**src/rtl/rv_pkg.sv**
```systemverilog
// Shared RV32I decode constants and the ID/EX control bundle type.
// Imported by the interface, the hazard detector and the pipeline register.
package rv_pkg;

  localparam int XLEN_DEF = 32;
  localparam int RA_W_DEF = 5;

  localparam logic [6:0] OPC_R      = 7'b0110011;
  localparam logic [6:0] OPC_LOAD   = 7'b0000011;
  localparam logic [6:0] OPC_STORE  = 7'b0100011;
  localparam logic [6:0] OPC_BRANCH = 7'b1100011;
  localparam logic [6:0] OPC_OPIMM  = 7'b0010011;

  typedef enum logic [1:0] {
    ALUOP_ADD   = 2'b00,
    ALUOP_BR    = 2'b01,
    ALUOP_FUNCT = 2'b10
  } aluop_e;

  // Seven control outputs that travel with an instruction into EX.
  typedef struct packed {
    logic   alusrc;
    logic   memtoreg;
    logic   regwrite;
    logic   memread;
    logic   memwrite;
    logic   branch;
    aluop_e aluop;
  } ctrl_t;

  // An instruction reads rs2 unless operand B is the immediate; stores read it regardless.
  function automatic logic uses_rs2(input logic alusrc, input logic memwrite);
    return ~alusrc | memwrite;
  endfunction

endpackage

```
**src/rtl/id_ex_stage_if.sv**
```systemverilog
// Decode-to-execute bundle: decode-side inputs, registered EX-side outputs,
// flush/stall handshake and the bubble counter.
interface id_ex_stage_if
  import rv_pkg::*;
#(
  parameter int XLEN  = XLEN_DEF,
  parameter int RA_W  = RA_W_DEF,
  parameter int CNT_W = 16
);

  logic              id_valid_i;
  logic              id_alusrc_i;
  logic              id_memtoreg_i;
  logic              id_regwrite_i;
  logic              id_memread_i;
  logic              id_memwrite_i;
  logic              id_branch_i;
  logic [1:0]        id_aluop_i;
  logic [XLEN-1:0]   id_pc_i;
  logic [XLEN-1:0]   id_rs1_data_i;
  logic [XLEN-1:0]   id_rs2_data_i;
  logic [XLEN-1:0]   id_imm_i;
  logic [RA_W-1:0]   id_rs1_i;
  logic [RA_W-1:0]   id_rs2_i;
  logic [RA_W-1:0]   id_rd_i;
  logic [2:0]        id_funct3_i;
  logic              id_funct7b5_i;
  logic              flush_i;

  logic              ex_valid_o;
  logic              ex_alusrc_o;
  logic              ex_memtoreg_o;
  logic              ex_regwrite_o;
  logic              ex_memread_o;
  logic              ex_memwrite_o;
  logic              ex_branch_o;
  logic [1:0]        ex_aluop_o;
  logic [XLEN-1:0]   ex_pc_o;
  logic [XLEN-1:0]   ex_rs1_data_o;
  logic [XLEN-1:0]   ex_rs2_data_o;
  logic [XLEN-1:0]   ex_imm_o;
  logic [RA_W-1:0]   ex_rs1_o;
  logic [RA_W-1:0]   ex_rs2_o;
  logic [RA_W-1:0]   ex_rd_o;
  logic [2:0]        ex_funct3_o;
  logic              ex_funct7b5_o;
  logic              stall_o;
  logic [CNT_W-1:0]  bubble_cnt_o;

  // Decode/hazard-control side.
  modport master (
    output id_valid_i, id_alusrc_i, id_memtoreg_i, id_regwrite_i, id_memread_i,
           id_memwrite_i, id_branch_i, id_aluop_i, id_pc_i, id_rs1_data_i,
           id_rs2_data_i, id_imm_i, id_rs1_i, id_rs2_i, id_rd_i, id_funct3_i,
           id_funct7b5_i, flush_i,
    input  ex_valid_o, ex_alusrc_o, ex_memtoreg_o, ex_regwrite_o, ex_memread_o,
           ex_memwrite_o, ex_branch_o, ex_aluop_o, ex_pc_o, ex_rs1_data_o,
           ex_rs2_data_o, ex_imm_o, ex_rs1_o, ex_rs2_o, ex_rd_o, ex_funct3_o,
           ex_funct7b5_o, stall_o, bubble_cnt_o
  );

  // The pipeline register itself.
  modport slave (
    input  id_valid_i, id_alusrc_i, id_memtoreg_i, id_regwrite_i, id_memread_i,
           id_memwrite_i, id_branch_i, id_aluop_i, id_pc_i, id_rs1_data_i,
           id_rs2_data_i, id_imm_i, id_rs1_i, id_rs2_i, id_rd_i, id_funct3_i,
           id_funct7b5_i, flush_i,
    output ex_valid_o, ex_alusrc_o, ex_memtoreg_o, ex_regwrite_o, ex_memread_o,
           ex_memwrite_o, ex_branch_o, ex_aluop_o, ex_pc_o, ex_rs1_data_o,
           ex_rs2_data_o, ex_imm_o, ex_rs1_o, ex_rs2_o, ex_rd_o, ex_funct3_o,
           ex_funct7b5_o, stall_o, bubble_cnt_o
  );

endinterface

```
**src/rtl/load_use_detect.sv**
```systemverilog
// Combinational load-use hazard: the load in EX writes a register that the
// instruction in decode reads. Kept separate so forwarding changes stay local.
module load_use_detect
  import rv_pkg::*;
#(
  parameter int RA_W = RA_W_DEF
) (
  input  logic            ex_valid_i,
  input  logic            ex_memread_i,
  input  logic [RA_W-1:0] ex_rd_i,
  input  logic            id_valid_i,
  input  logic            id_alusrc_i,
  input  logic            id_memwrite_i,
  input  logic [RA_W-1:0] id_rs1_i,
  input  logic [RA_W-1:0] id_rs2_i,
  output logic            load_use_o
);

  logic ex_is_load;
  logic rs1_hit;
  logic rs2_hit;

  // x0 never carries a dependency, so a load targeting it is harmless.
  assign ex_is_load = ex_valid_i & ex_memread_i & (ex_rd_i != '0);
  assign rs1_hit    = (ex_rd_i == id_rs1_i);
  assign rs2_hit    = uses_rs2(id_alusrc_i, id_memwrite_i) & (ex_rd_i == id_rs2_i);
  assign load_use_o = ex_is_load & id_valid_i & (rs1_hit | rs2_hit);

endmodule

```
**src/rtl/id_ex_stage.sv**
```systemverilog
// ID/EX pipeline register: captures decoded control and operands, inserts a
// bubble on flush or load-use, and counts the bubbles it inserts (saturating).
module id_ex_stage
  import rv_pkg::*;
#(
  parameter int XLEN  = XLEN_DEF,
  parameter int RA_W  = RA_W_DEF,
  parameter int CNT_W = 16
) (
  input  logic          clk,
  input  logic          rst_n,
  id_ex_stage_if.slave  bus
);

  ctrl_t             ctrl_d,     ctrl_q;
  logic              valid_d,    valid_q;
  logic [XLEN-1:0]   pc_d,       pc_q;
  logic [XLEN-1:0]   rs1_data_d, rs1_data_q;
  logic [XLEN-1:0]   rs2_data_d, rs2_data_q;
  logic [XLEN-1:0]   imm_d,      imm_q;
  logic [RA_W-1:0]   rs1_d,      rs1_q;
  logic [RA_W-1:0]   rs2_d,      rs2_q;
  logic [RA_W-1:0]   rd_d,       rd_q;
  logic [2:0]        funct3_d,   funct3_q;
  logic              funct7b5_d, funct7b5_q;
  logic [CNT_W-1:0]  cnt_d,      cnt_q;

  logic load_use;
  logic counted_bubble;
  ctrl_t id_ctrl;

  load_use_detect #(.RA_W(RA_W)) u_load_use_detect (
    .ex_valid_i    (valid_q),
    .ex_memread_i  (ctrl_q.memread),
    .ex_rd_i       (rd_q),
    .id_valid_i    (bus.id_valid_i),
    .id_alusrc_i   (bus.id_alusrc_i),
    .id_memwrite_i (bus.id_memwrite_i),
    .id_rs1_i      (bus.id_rs1_i),
    .id_rs2_i      (bus.id_rs2_i),
    .load_use_o    (load_use)
  );

  // A flush discards the decode instruction anyway, so there is nothing to hold.
  assign bus.stall_o   = load_use & ~bus.flush_i;
  assign counted_bubble = bus.flush_i | load_use;

  always_comb begin
    id_ctrl          = '0;
    id_ctrl.alusrc   = bus.id_alusrc_i;
    id_ctrl.memtoreg = bus.id_memtoreg_i;
    id_ctrl.regwrite = bus.id_regwrite_i;
    id_ctrl.memread  = bus.id_memread_i;
    id_ctrl.memwrite = bus.id_memwrite_i;
    id_ctrl.branch   = bus.id_branch_i;
    id_ctrl.aluop    = aluop_e'(bus.id_aluop_i);
  end

  // NOTE: every _d gets a default before the branches; a path that skipped one
  // would make synthesis infer a latch.
  always_comb begin
    ctrl_d     = '0;
    valid_d    = 1'b0;
    pc_d       = '0;
    rs1_data_d = '0;
    rs2_data_d = '0;
    imm_d      = '0;
    rs1_d      = '0;
    rs2_d      = '0;
    rd_d       = '0;
    funct3_d   = '0;
    funct7b5_d = 1'b0;
    cnt_d      = cnt_q;

    if (counted_bubble) begin
      if (cnt_q != '1) begin
        cnt_d = cnt_q + CNT_W'(1);
      end
    end else if (bus.id_valid_i) begin
      ctrl_d     = id_ctrl;
      valid_d    = 1'b1;
      pc_d       = bus.id_pc_i;
      rs1_data_d = bus.id_rs1_data_i;
      rs2_data_d = bus.id_rs2_data_i;
      imm_d      = bus.id_imm_i;
      rs1_d      = bus.id_rs1_i;
      rs2_d      = bus.id_rs2_i;
      rd_d       = bus.id_rd_i;
      funct3_d   = bus.id_funct3_i;
      funct7b5_d = bus.id_funct7b5_i;
    end
  end

  // NOTE: state uses non-blocking assignments so every register samples the
  // pre-edge values of the others, independent of statement order.
  always_ff @(posedge clk) begin
    if (!rst_n) begin
      ctrl_q     <= '0;
      valid_q    <= 1'b0;
      pc_q       <= '0;
      rs1_data_q <= '0;
      rs2_data_q <= '0;
      imm_q      <= '0;
      rs1_q      <= '0;
      rs2_q      <= '0;
      rd_q       <= '0;
      funct3_q   <= '0;
      funct7b5_q <= 1'b0;
      cnt_q      <= '0;
    end else begin
      ctrl_q     <= ctrl_d;
      valid_q    <= valid_d;
      pc_q       <= pc_d;
      rs1_data_q <= rs1_data_d;
      rs2_data_q <= rs2_data_d;
      imm_q      <= imm_d;
      rs1_q      <= rs1_d;
      rs2_q      <= rs2_d;
      rd_q       <= rd_d;
      funct3_q   <= funct3_d;
      funct7b5_q <= funct7b5_d;
      cnt_q      <= cnt_d;
    end
  end

  assign bus.ex_valid_o    = valid_q;
  assign bus.ex_alusrc_o   = ctrl_q.alusrc;
  assign bus.ex_memtoreg_o = ctrl_q.memtoreg;
  assign bus.ex_regwrite_o = ctrl_q.regwrite;
  assign bus.ex_memread_o  = ctrl_q.memread;
  assign bus.ex_memwrite_o = ctrl_q.memwrite;
  assign bus.ex_branch_o   = ctrl_q.branch;
  assign bus.ex_aluop_o    = ctrl_q.aluop;
  assign bus.ex_pc_o       = pc_q;
  assign bus.ex_rs1_data_o = rs1_data_q;
  assign bus.ex_rs2_data_o = rs2_data_q;
  assign bus.ex_imm_o      = imm_q;
  assign bus.ex_rs1_o      = rs1_q;
  assign bus.ex_rs2_o      = rs2_q;
  assign bus.ex_rd_o       = rd_q;
  assign bus.ex_funct3_o   = funct3_q;
  assign bus.ex_funct7b5_o = funct7b5_q;
  assign bus.bubble_cnt_o  = cnt_q;

endmodule

```
**src/flat_wrapper.sv**
```systemverilog
// flat-port wrapper written by rule: the top's interface ports become plain ports
module id_ex_stage_flat import rv_pkg::*;
#(
  parameter int XLEN  = XLEN_DEF,
  parameter int RA_W  = RA_W_DEF,
  parameter int CNT_W = 16
)
  (clk, rst_n, bus_id_valid_i, bus_id_alusrc_i, bus_id_memtoreg_i, bus_id_regwrite_i, bus_id_memread_i, bus_id_memwrite_i, bus_id_branch_i, bus_id_aluop_i, bus_id_pc_i, bus_id_rs1_data_i, bus_id_rs2_data_i, bus_id_imm_i, bus_id_rs1_i, bus_id_rs2_i, bus_id_rd_i, bus_id_funct3_i, bus_id_funct7b5_i, bus_flush_i, bus_ex_valid_o, bus_ex_alusrc_o, bus_ex_memtoreg_o, bus_ex_regwrite_o, bus_ex_memread_o, bus_ex_memwrite_o, bus_ex_branch_o, bus_ex_aluop_o, bus_ex_pc_o, bus_ex_rs1_data_o, bus_ex_rs2_data_o, bus_ex_imm_o, bus_ex_rs1_o, bus_ex_rs2_o, bus_ex_rd_o, bus_ex_funct3_o, bus_ex_funct7b5_o, bus_stall_o, bus_bubble_cnt_o);
  id_ex_stage_if #(.XLEN(XLEN), .RA_W(RA_W), .CNT_W(CNT_W)) bus_i ();
  input  logic clk;
  input  logic rst_n;
  input wire logic [$bits(bus_i.id_valid_i)-1:0] bus_id_valid_i;
  input wire logic [$bits(bus_i.id_alusrc_i)-1:0] bus_id_alusrc_i;
  input wire logic [$bits(bus_i.id_memtoreg_i)-1:0] bus_id_memtoreg_i;
  input wire logic [$bits(bus_i.id_regwrite_i)-1:0] bus_id_regwrite_i;
  input wire logic [$bits(bus_i.id_memread_i)-1:0] bus_id_memread_i;
  input wire logic [$bits(bus_i.id_memwrite_i)-1:0] bus_id_memwrite_i;
  input wire logic [$bits(bus_i.id_branch_i)-1:0] bus_id_branch_i;
  input wire logic [$bits(bus_i.id_aluop_i)-1:0] bus_id_aluop_i;
  input wire logic [$bits(bus_i.id_pc_i)-1:0] bus_id_pc_i;
  input wire logic [$bits(bus_i.id_rs1_data_i)-1:0] bus_id_rs1_data_i;
  input wire logic [$bits(bus_i.id_rs2_data_i)-1:0] bus_id_rs2_data_i;
  input wire logic [$bits(bus_i.id_imm_i)-1:0] bus_id_imm_i;
  input wire logic [$bits(bus_i.id_rs1_i)-1:0] bus_id_rs1_i;
  input wire logic [$bits(bus_i.id_rs2_i)-1:0] bus_id_rs2_i;
  input wire logic [$bits(bus_i.id_rd_i)-1:0] bus_id_rd_i;
  input wire logic [$bits(bus_i.id_funct3_i)-1:0] bus_id_funct3_i;
  input wire logic [$bits(bus_i.id_funct7b5_i)-1:0] bus_id_funct7b5_i;
  input wire logic [$bits(bus_i.flush_i)-1:0] bus_flush_i;
  output wire logic [$bits(bus_i.ex_valid_o)-1:0] bus_ex_valid_o;
  output wire logic [$bits(bus_i.ex_alusrc_o)-1:0] bus_ex_alusrc_o;
  output wire logic [$bits(bus_i.ex_memtoreg_o)-1:0] bus_ex_memtoreg_o;
  output wire logic [$bits(bus_i.ex_regwrite_o)-1:0] bus_ex_regwrite_o;
  output wire logic [$bits(bus_i.ex_memread_o)-1:0] bus_ex_memread_o;
  output wire logic [$bits(bus_i.ex_memwrite_o)-1:0] bus_ex_memwrite_o;
  output wire logic [$bits(bus_i.ex_branch_o)-1:0] bus_ex_branch_o;
  output wire logic [$bits(bus_i.ex_aluop_o)-1:0] bus_ex_aluop_o;
  output wire logic [$bits(bus_i.ex_pc_o)-1:0] bus_ex_pc_o;
  output wire logic [$bits(bus_i.ex_rs1_data_o)-1:0] bus_ex_rs1_data_o;
  output wire logic [$bits(bus_i.ex_rs2_data_o)-1:0] bus_ex_rs2_data_o;
  output wire logic [$bits(bus_i.ex_imm_o)-1:0] bus_ex_imm_o;
  output wire logic [$bits(bus_i.ex_rs1_o)-1:0] bus_ex_rs1_o;
  output wire logic [$bits(bus_i.ex_rs2_o)-1:0] bus_ex_rs2_o;
  output wire logic [$bits(bus_i.ex_rd_o)-1:0] bus_ex_rd_o;
  output wire logic [$bits(bus_i.ex_funct3_o)-1:0] bus_ex_funct3_o;
  output wire logic [$bits(bus_i.ex_funct7b5_o)-1:0] bus_ex_funct7b5_o;
  output wire logic [$bits(bus_i.stall_o)-1:0] bus_stall_o;
  output wire logic [$bits(bus_i.bubble_cnt_o)-1:0] bus_bubble_cnt_o;
  assign bus_i.id_valid_i = bus_id_valid_i;
  assign bus_i.id_alusrc_i = bus_id_alusrc_i;
  assign bus_i.id_memtoreg_i = bus_id_memtoreg_i;
  assign bus_i.id_regwrite_i = bus_id_regwrite_i;
  assign bus_i.id_memread_i = bus_id_memread_i;
  assign bus_i.id_memwrite_i = bus_id_memwrite_i;
  assign bus_i.id_branch_i = bus_id_branch_i;
  assign bus_i.id_aluop_i = bus_id_aluop_i;
  assign bus_i.id_pc_i = bus_id_pc_i;
  assign bus_i.id_rs1_data_i = bus_id_rs1_data_i;
  assign bus_i.id_rs2_data_i = bus_id_rs2_data_i;
  assign bus_i.id_imm_i = bus_id_imm_i;
  assign bus_i.id_rs1_i = bus_id_rs1_i;
  assign bus_i.id_rs2_i = bus_id_rs2_i;
  assign bus_i.id_rd_i = bus_id_rd_i;
  assign bus_i.id_funct3_i = bus_id_funct3_i;
  assign bus_i.id_funct7b5_i = bus_id_funct7b5_i;
  assign bus_i.flush_i = bus_flush_i;
  assign bus_ex_valid_o = bus_i.ex_valid_o;
  assign bus_ex_alusrc_o = bus_i.ex_alusrc_o;
  assign bus_ex_memtoreg_o = bus_i.ex_memtoreg_o;
  assign bus_ex_regwrite_o = bus_i.ex_regwrite_o;
  assign bus_ex_memread_o = bus_i.ex_memread_o;
  assign bus_ex_memwrite_o = bus_i.ex_memwrite_o;
  assign bus_ex_branch_o = bus_i.ex_branch_o;
  assign bus_ex_aluop_o = bus_i.ex_aluop_o;
  assign bus_ex_pc_o = bus_i.ex_pc_o;
  assign bus_ex_rs1_data_o = bus_i.ex_rs1_data_o;
  assign bus_ex_rs2_data_o = bus_i.ex_rs2_data_o;
  assign bus_ex_imm_o = bus_i.ex_imm_o;
  assign bus_ex_rs1_o = bus_i.ex_rs1_o;
  assign bus_ex_rs2_o = bus_i.ex_rs2_o;
  assign bus_ex_rd_o = bus_i.ex_rd_o;
  assign bus_ex_funct3_o = bus_i.ex_funct3_o;
  assign bus_ex_funct7b5_o = bus_i.ex_funct7b5_o;
  assign bus_stall_o = bus_i.stall_o;
  assign bus_bubble_cnt_o = bus_i.bubble_cnt_o;
  id_ex_stage #(.XLEN(XLEN), .RA_W(RA_W), .CNT_W(CNT_W)) u_core (.clk(clk), .rst_n(rst_n), .bus(bus_i));
endmodule
```
**config.mk**
```make
export PLATFORM = sky130hd
export DESIGN_NAME = id_ex_stage_flat
export DESIGN_NICKNAME = d
export VERILOG_FILES = /design/src/rtl/rv_pkg.sv /design/src/rtl/id_ex_stage_if.sv /design/src/rtl/load_use_detect.sv /design/src/rtl/id_ex_stage.sv /design/src/flat_wrapper.sv
export SDC_FILE = /design/constraint.sdc
export NUM_CORES = 1
export LEC_CHECK = 0
export ABC_AREA = 1
export CAP_MARGIN = 20
export CORE_AREA = 2 2 131 133
export DETAILED_ROUTE_END_ITERATION = 6
export DIE_AREA = 0 0 133 135
export PLACE_DENSITY_LB_ADDON = 0.25
export SKIP_CTS_REPAIR_TIMING = 1
export SYNTH_ARGS = -nofsm -noshare
export SYNTH_HDL_FRONTEND = slang
export SYNTH_SLANG_ARGS = --single-unit
```
**constraint.sdc**
```tcl
create_clock -name clk -period 1.9 [get_ports clk]
set_input_delay 0.38 -clock clk [delete_from_list [all_inputs] [get_ports clk]]
set_output_delay 0.38 -clock clk [all_outputs]
set_load 0.005 [all_outputs]
```
==> metrics.yaml, run 1 <==
crit_path_end_kind: "output pin"
drt-initial-drc-count: 148
power_density_mw_per_mm2: 803.6
area_growth_pct: 74.72
cts.path.max_buffers: 2
dp_slack_ns: -0.5795
critical-path-max-stage-delay_ns: 0.47
finalMaxSlewViolations: 0
critPathTopFamily: "buffers and inverters"
vdd_ir_drop_max_v: 0.0005257
clk_pin_slew_ns: 0.06
vias_per_cell: 3.964
pwr-share-seq_pct: 47.3
grt-busiest-layer: "met2"
p_leak_nw: 4.672
portBuffers: 331
fmax_ghz: 0.5137
worstHoldPathType: "input port to flop"
violations: "setup timing"
die_h_um: 135
synth_edf_count: 0
critPathRequiredTime_ns: 1.52
grt_use_total_pct: 18.07
synth-async-reset-ratio_pct: 0
grt.met1_usage_pct: 18.99
sw_frac_of_total_pct: 22.35
slew_headroom_pct: 80.87
dieWidth_um: 133
switchingPower_mw: 1.766
gr-usage-met2_pct: 33.25
worst_slack_ns: -0.04668
grt_overflow: 0
io_pins: 332
finalSetupViolCount: 1
fin_util_pct: 59.93
core_area_mm2: 0.01641
maxCapViolCount: 0
cts_tree: "done"
ys_types: 24
crit_arrival_ns: 1.57
clockRootBuffer: "clkbuf_16"
seq_area_frac_synth_pct: 61.18
use_met3_pct: 6.006
finalCritPeriodShare_pct: 102.5
crit_type: "input port to output pin"
dieArea_mm2: 0.01796
first_global_vias: 4753
clock_sinks: 172
diodes: 0
nets: 1195
rsz0062_at_grt: "true"
skew_ns: 0.01203
hold_viol_final: 0
crit_buf_inv: 3
fillers: 1459
outcome: "finished with violations"
grt_start_max_net_pins: 61
vias: 5023
place_congestion: 0.8763
post-route-drc-count: 0
avgSynthCellArea_um2: 8.192
tns_ns: -0.04668
fp-row-count: 47
ys_top_cells_by_count: "200 x nor2_1, 179 x inv_1, 172 x dfxtp_1"
grt_pass1_wl_um: 24960
numCtsBuffers: 17
synth_area_leader_cell: "dfxtp_1"
drive_gt1_share_pct: 7.545
ys.flop_type: "dfxtp_1"
final_antenna_net_count: 0
syn_nets: 847
start_kind: "input port"
synth_cells: 687
crit_chain: "clkdlybuf4s50_1 > inv_1 > nand2_1 > nand2_1 > nor2_2 > nand3_1 > nand2_2 > nand2_4 > nor2_2 > buf_2"
first_pass_iters: 4
p_int_mw: 6.136
yosysMostFrequentCell: "nor2_1"
clkLatencyLatePin_ns: 0.41
pwr-share-clk_pct: 42.7
yosys_warnings: 0
synth_area_mm2: 0.005628
wl_per_cell_um: 13.06
ys_seq_elements: 172
timing.final.crit_period_ns: 1.947
wirelength_um: 16550
tightestPinTransition_ns: 0.2869
cts_max_level: 4
synth_top_area_share_pct: 61.18
start_util_pct: 34.30
dp_hpwl_um: 12800
antenna_found_initial: 0
path_max_fanout: 2
worst_path_max_delay_cell: "clkdlybuf4s50_1"
pwr-share-comb_pct: 10.0
yosys-top-cells-area: "dfxtp_1 61%, nor2_1 13%, inv_1 12%"
[stage by stage]
step	total power, mW	hold WS (ns)	instance area (um2)	cells
2_1_floorplan	4.040	0.4922	5628	687
6_report	7.902	0.2470	9833	1267
3_3_place_gp	4.597	0.5222	9190	1235
4_1_cts	8.014	0.4634	9767	1266
5_1_grt	8.221	0.2638	9833	1267
3_5_place_dp	4.610	0.5264	9190	1235
[worst register-to-register path, cell delays in order (launching register included)]
cell     delay [ns]
dfxtp_1        0.39
ha_1           0.19
nand2_1        0.10
nor2_1         0.17
nand3_2        0.15
nor2_4         0.21
inv_1          0.13
nand2_4        0.13
nand2_1        0.06
nand2_1        0.05
nor2_1         0.04
[layer usage]
metal	wire (um)	up-vias
li1	-	2628
met1	6288	2186
met2	8620	181
met3	1228	28
met4	415	0
met5	0	-
[kinds of logic after synthesis]
logic type               Yosys count  synth area share, %
AO/OA/AOI/OAI                     13                1.156
flip-flops                       172                61.18
buffers and inverters            202                15.76
XOR/XNOR                           3               0.4670
adder cells (fa/ha/maj)            1               0.2223
AND/OR/NAND/NOR                  296                21.21
[cell usage in the layout (no fill, tap or decap), types with 3 or more instances in the layout]
cell type	n
nor2_1	194
dlymetal6s2s_1	8
clkdlybuf4s50_1	322
dfxtp_1	167
dfxtp_2	3
nand2_4	3
nor3_1	3
inv_6	7
inv_2	6
nand4_1	4
nor2_2	6
buf_4	16
nand3_1	14
a21oi_1	13
nand2_1	63
clkbuf_16	17
inv_1	175
nand2_2	3
buf_12	3
[cell type report]
| type | instances | area (um2) | share of cell area, % |
|---|---|---|---|
| clock inverter | 12 | 123.9 | 1.260 |
| tap | 220 | 275.3 | 2.799 |
| multi-input combinational | 313 | 1339 | 13.61 |
| timing repair buffer | 350 | 3508 | 35.68 |
| sequential | 172 | 3455 | 35.13 |
| inverter | 181 | 679.4 | 6.909 |
| clock buffer | 19 | 452.9 | 4.606 |
[power by group through the flow]
stage                     sequential [mW]  combinational [mW]  clock, mW
after floorplan                      3.83               0.211          0
after global placement               3.82               0.782          0
after detailed placement             3.82               0.791          0
after CTS                            3.74               0.796       3.48
after global routing                 3.74               0.872       3.61
final                                3.73               0.794       3.37
[path summary, 6_finish.rpt]
kind,from,end,slack [ns],cells after the start
max,bus_id_rs2_i[1],bus_stall_o,-0.05,10
min reg2reg,u_core.bus.bubble_cnt_o[14]$_SDFFE_PN0P_,u_core.bus.bubble_cnt_o[14]$_SDFFE_PN0P_,0.54,2
max reg2reg,u_core.bus.bubble_cnt_o[1]$_SDFFE_PN0P_,u_core.bus.bubble_cnt_o[0]$_SDFFE_PN0P_,0.18,10
min,bus_id_rs1_i[1],u_core.bus.ex_rs1_o[1]$_SDFF_PP0_,0.25,3
[sequential cells by signal (all words and copies together) (netlist names), 2 cells and up]
register and cells:
u_core.bus.ex_imm_o 32, u_core.bus.ex_rs2_o 5, u_core.bus.ex_aluop_o 2, u_core.bus.ex_rs1_data_o 32, u_core.bus.ex_rd_o 5, u_core.bus.ex_pc_o 32
u_core.bus.ex_rs1_o 5, u_core.bus.ex_funct3_o 3, u_core.bus.ex_rs2_data_o 32, u_core.bus.bubble_cnt_o 16
Power figures use the tool's default switching activity.
==> inputs of run 2 (changes only) <==
ABC_AREA = unset   (was 1)
CORE_AREA = 2 2 127 129   (was 2 2 131 133)
DIE_AREA = 0 0 129 131   (was 0 0 133 135)
==> run 2 against run 1 <==
  * The flow still finishes with violations (setup timing)
  * Setup slack got worse by 0.038 ns
  * Routed wire length increased by 3.9%
  * Sequential share of layout area increased by 0.40 points
  * Via count decreased by 11%
  * Non-clock buffer count increased by 19
  * Clock skew decreased by 0.00093 ns
  * Largest cell class unchanged
  * Critical path depth decreased by 4
  * Final cell count decreased by 17%
==> metrics.yaml, run 2 <==
outcome: "finished with violations"
violations: "setup timing"
cts.path.max_buffers: 2
nets: 984
cts_max_level: 4
synth_area_mm2: 0.005209
fillers: 1252
ys_seq_elements: 172
vias: 4453
post-route-drc-count: 0
clock_sinks: 172
grt_start_max_net_pins: 73
clk_pin_slew_ns: 0.07
ys_types: 37
yosysMostFrequentCell: "dfxtp_1"
final_antenna_net_count: 0
slew_headroom_pct: 76.39
finalSetupViolCount: 123
fp-row-count: 46
core_area_mm2: 0.01560
avgSynthCellArea_um2: 11.40
syn_nets: 617
p_total_mw: 7.818
area_growth_pct: 87.12
finalMaxSlewViolations: 0
synth_edf_count: 0
critPathRequiredTime_ns: 1.52
holdWs_ns: 0.2329
worstHoldPathType: "input port to flop"
wl_per_cell_um: 16.32
seqCellArea_mm2: 0.003463
cts_tree: "done"
yosys_warnings: 0
fmax_ghz: 0.5039
final_common_cell: "clkdlybuf4s50_1"
dp_hpwl_um: 13130
vdd_ir_drop_max_v: 0.0006463
final_cell_mix: "321 x clkdlybuf4s50_1, 162 x dfxtp_1, 154 x and2_1"
wirelength_um: 17200
io_pins: 332
path_max_fanout: 3
crit_path_end_kind: "output pin"
maxCapViolCount: 0
crit_type: "flop to output pin"
first_pass_iters: 4
die_h_um: 131
clockRootBuffer: "clkbuf_16"
start_util_pct: 33.39
ys_top_cells_by_count: "172 x dfxtp_1, 154 x and2_1, 18 x nand2_1"
timing.final.crit_period_ns: 1.984
place_congestion: 0.9166
dieWidth_um: 129
portBuffers: 331
grt_pass1_wl_um: 24460
vias_per_cell: 4.225
synth_cells: 457
power_density_mw_per_mm2: 802.1
finalCritPeriodShare_pct: 104.4
synth_area_leader_cell: "dfxtp_1"
p_leak_nw: 3.927
crit_arrival_ns: 1.60
hold_viol_final: 0
numCtsBuffers: 17
seq_area_frac_synth_pct: 66.11
rsz0062_at_grt: "true"
start_kind: "flop"
synth_top_area_share_pct: 66.11
drive_gt1_share_pct: 11.23
tightestPinTransition_ns: 0.3541
dieArea_mm2: 0.01690
grt_use_total_pct: 19.36
clkLatencyLatePin_ns: 0.42
grt_overflow: 0
worst_slack_ns: -0.08446
yosys-top-cells-area: "dfxtp_1 66%, and2_1 18%, xnor2_1 1.8%"
ys.flop_type: "dfxtp_1"
synth-async-reset-ratio_pct: 0
drt-initial-drc-count: 158
antenna_found_initial: 1
tns_ns: -5.909
skew_ns: 0.01110
first_global_vias: 4335
multiInputGateArea_mm2: 0.001722
## run 2: per-layer routing
metal / up-vias / GRT usage [%] / part of all wire [%]
met5: - / 0 / 0
met4: 0 / 6.202 / 1.6
met3: 26 / 6.352 / 6.1
met2: 182 / 36.79 / 56
met1: 2047 / 20.15 / 36
li1: 2198 / - / -
## run 2: cell type report
type / instances / area share [%]
multi-input combinational: 259 / 17.66
inverter: 5 / 0.1926
timing repair buffer: 369 / 37.97
clock inverter: 11 / 1.117
clock buffer: 21 / 4.724
tap: 216 / 2.773
antenna: 1 / 0.02567
sequential: 172 / 35.53
## run 2: worst paths after layout
| path | startpoint | to | slack [ns] | depth (start not counted) |
|---|---|---|---|---|
| setup reg to reg | u_core.bus.ex_rd_o[1]$_SDFF_PP0_ | u_core.bus.ex_imm_o[22]$_SDFF_PP0_ | -0.08 | 9 |
| hold reg to reg | u_core.bus.bubble_cnt_o[5]$_SDFFE_PN0P_ | u_core.bus.bubble_cnt_o[5]$_SDFFE_PN0P_ | 0.51 | 2 |
| hold / removal | bus_id_rs2_i[2] | u_core.bus.ex_rs2_o[2]$_SDFF_PP0_ | 0.23 | 2 |
| setup / recovery | u_core.bus.ex_rd_o[2]$_SDFF_PP0_ | bus_stall_o | -0.08 | 6 |
## run 2: logic make-up after synthesis
group                    after synthesis  share of synthesized area, %
AND/OR/NAND/NOR                      215                         24.48
flip-flops                           172                         66.11
AO/OA/AOI/OAI                         26                         3.747
buffers and inverters                 26                         2.426
XOR/XNOR                              11                         1.850
multiplexers                           6                         1.153
adder cells (fa/ha/maj)                1                        0.2402
## run 2: metrics by stage
step	cell area [um2]	setup WS, ns	instances	util (%)
global route	9747	-0.1887	1054	62.49
finish	9747	-0.08446	1054	62.49
CTS	9542	-0.6695	1049	61.17
global placement	8972	-0.6896	1017	57.52
detailed placement	8972	-0.6473	1017	57.52
floorplan	5209	0.1514	457	-
## run 2: where the power goes
part | leakage (nW) | internal [mW] | switching [mW] | total (mW)
Sequential | 1.40 | 3.70 | 0.0309 | 3.73
Combinational | 2.25 | 0.545 | 0.207 | 0.752
Clock | 0.272 | 1.89 | 1.45 | 3.34
## run 2: worst max-delay path, stage by stage (launching register included)
cell and delay (ns):
dfxtp_4 0.37, xnor2_1 0.15, nand4_1 0.18, o22ai_2 0.17
nand2_1 0.09, nor2_1 0.11, buf_2 0.12
==> inputs of run 3 (changes only) <==
==> constraint.sdc (replaced) <==
create_clock -name clk -period 1.9 [get_ports clk]
set_input_delay 0.57 -clock clk [delete_from_list [all_inputs] [get_ports clk]]
set_output_delay 0.57 -clock clk [all_outputs]
set_load 0.005 [all_outputs]
==> run 3 against run 2 <==
  * The run still ends with setup timing left
  * Combinational power up 16%
  * Cell area up 7.5%
  * Non-clock buffer count up 30
  * Maximum frequency down 12%
  * Register-to-register slack worse by 0.06 ns
  * Critical endpoint unchanged
==> metrics.yaml, run 3 (same netlist as run 2, synthesis figures left out) <==
clkLatencyLatePin_ns: 0.42
drt-initial-drc-count: 165
rsz0062_at_grt: "true"
r2r-start: "u_core.bus.ex_rd_o[4]$_SDFF_PP0_"
crit_chain: "clkdlybuf4s50_1 > inv_1 > o21ai_2 > o22ai_2 > nand2_1 > nor2_2 > buf_2"
vdd_ir_drop_max_v: 0.0005921
violations: "setup timing"
wirelength_um: 19570
grt_use_total_pct: 18.94
place_congestion: 0.8821
critPathRequiredTime_ns: 1.33
antenna_found_initial: 2
path_max_fanout: 2
dieArea_mm2: 0.01690
crit_type: "input port to output pin"
core_area_mm2: 0.01560
p_leak_nw: 4.499
skew_ns: 0.01350
outcome: "finished with violations"
crit_buf_inv: 3
crit_cells: 7
start_util_pct: 33.39
die_h_um: 131
clk_pin_slew_ns: 0.06
final_antenna_net_count: 0
dieWidth_um: 129
dp_slack_ns: -1.044
cts_max_level: 4
critical-path-max-stage-delay_ns: 0.45
r2r_setup_slack_ns: -0.14
drive_gt1_share_pct: 16.26
vias_per_cell: 4.279
fp-row-count: 46
slew_headroom_pct: 74.46
hold_viol_final: 0
clockRootBuffer: "clkbuf_16"
crit_start: "bus_id_alusrc_i"
final_cell_mix: "302 x clkdlybuf4s50_1, 153 x and2_1, 153 x dfxtp_1"
nets: 1014
dp_hpwl_um: 13290
holdWs_ns: 0.4267
r2r_cells: 11
tightestPinTransition_ns: 0.3831
timing.final.crit_period_ns: 2.255
crit_arrival_ns: 1.68
grt_overflow: 0
clock_sinks: 172
grt_start_max_net_pins: 53
crit_path_end_kind: "output pin"
hold_path_depth: 2
numCtsBuffers: 17
cts_tree: "done"
final_common_cell: "clkdlybuf4s50_1"
grt_pass1_wl_um: 23830
finalSetupViolCount: 163
first_pass_iters: 4
power_density_mw_per_mm2: 793.3
tns_ns: -36.36
area_growth_pct: 101.2
first_global_vias: 4328
finalMaxSlewViolations: 0
finalCritPeriodShare_pct: 118.7
start_kind: "input port"
fmax_ghz: 0.4435
worstHoldPathType: "input port to flop"
post-route-drc-count: 0
cts.path.max_buffers: 2
portBuffers: 331
worst_slack_ns: -0.3548
critPathTopFamily: "buffers and inverters"
wl_per_cell_um: 18.04
vias: 4643
maxCapViolCount: 0
worst_path_max_delay_cell: "clkdlybuf4s50_1"
io_pins: 332
worstHoldStart: "bus_id_rs2_i[1]"
## run 3: cell types whose count changed in the layout (fill, tap and decap cells not counted), sizes merged
cell           before  now
clkdlybuf4s50     321  302
clkbuf             23   37
inv                 9    8
bufinv              1    4
dlymetal6s2s        9   24
buf                37   56
diode               1    2
clkinvlp            3    2
## run 3: worst paths after layout
check | end
max | bus_stall_o
min | u_core.bus.ex_rs2_o[1]$_SDFF_PP0_
max reg2reg | u_core.bus.ex_aluop_o[1]$_SDFF_PP0_
min reg2reg | u_core.bus.bubble_cnt_o[5]$_SDFFE_PN0P_
## run 3: power by group
group	internal [mW]	total, mW	switching [mW]	leakage [nW]
Sequential	3.69	3.73	0.0320	1.41
Clock	2.26	3.71	1.46	0.304
Combinational	0.628	0.876	0.248	2.79
Total	6.58	8.31	1.74	4.50
## run 3: worst reg2reg max path, stage by stage (launching register included)
cell,delay (ns)
dfxtp_4,0.38
xnor2_4,0.15
nand4_1,0.18
o22ai_2,0.18
buf_4,0.16
a21o_4,0.15
nor2_4,0.05
buf_12,0.15
buf_6,0.12
clkbuf_16,0.15
buf_8,0.13
and2_1,0.15
## run 3: metrics by stage
stage	util [%]	area [um2]	instances	power [mW]
final	67.20	10480	1085	8.315
after global routing	67.20	10480	1085	8.579
after CTS	61.75	9632	1051	8.235
after detailed placement	57.70	9000	1019	4.543
after global placement	57.70	9000	1019	4.529
after floorplan	-	5209	457	3.955
## run 3: area by class of cell
type | count | area, um2
inverter | 5 | 18.77
tap | 216 | 270.3
clock inverter | 12 | 185.2
sequential | 172 | 3480
clock buffer | 20 | 446.7
timing repair buffer | 399 | 4345
antenna | 2 | 5.005
multi-input combinational | 259 | 1730
fill | 1168 | 5116
## run 3: per-layer routing
metal / wire length [um] / track usage (%)
met5: 0 / 0
met4: 314 / 8.120
met3: 1183 / 6.270
met2: 10470 / 35.36
met1: 7598 / 19.37
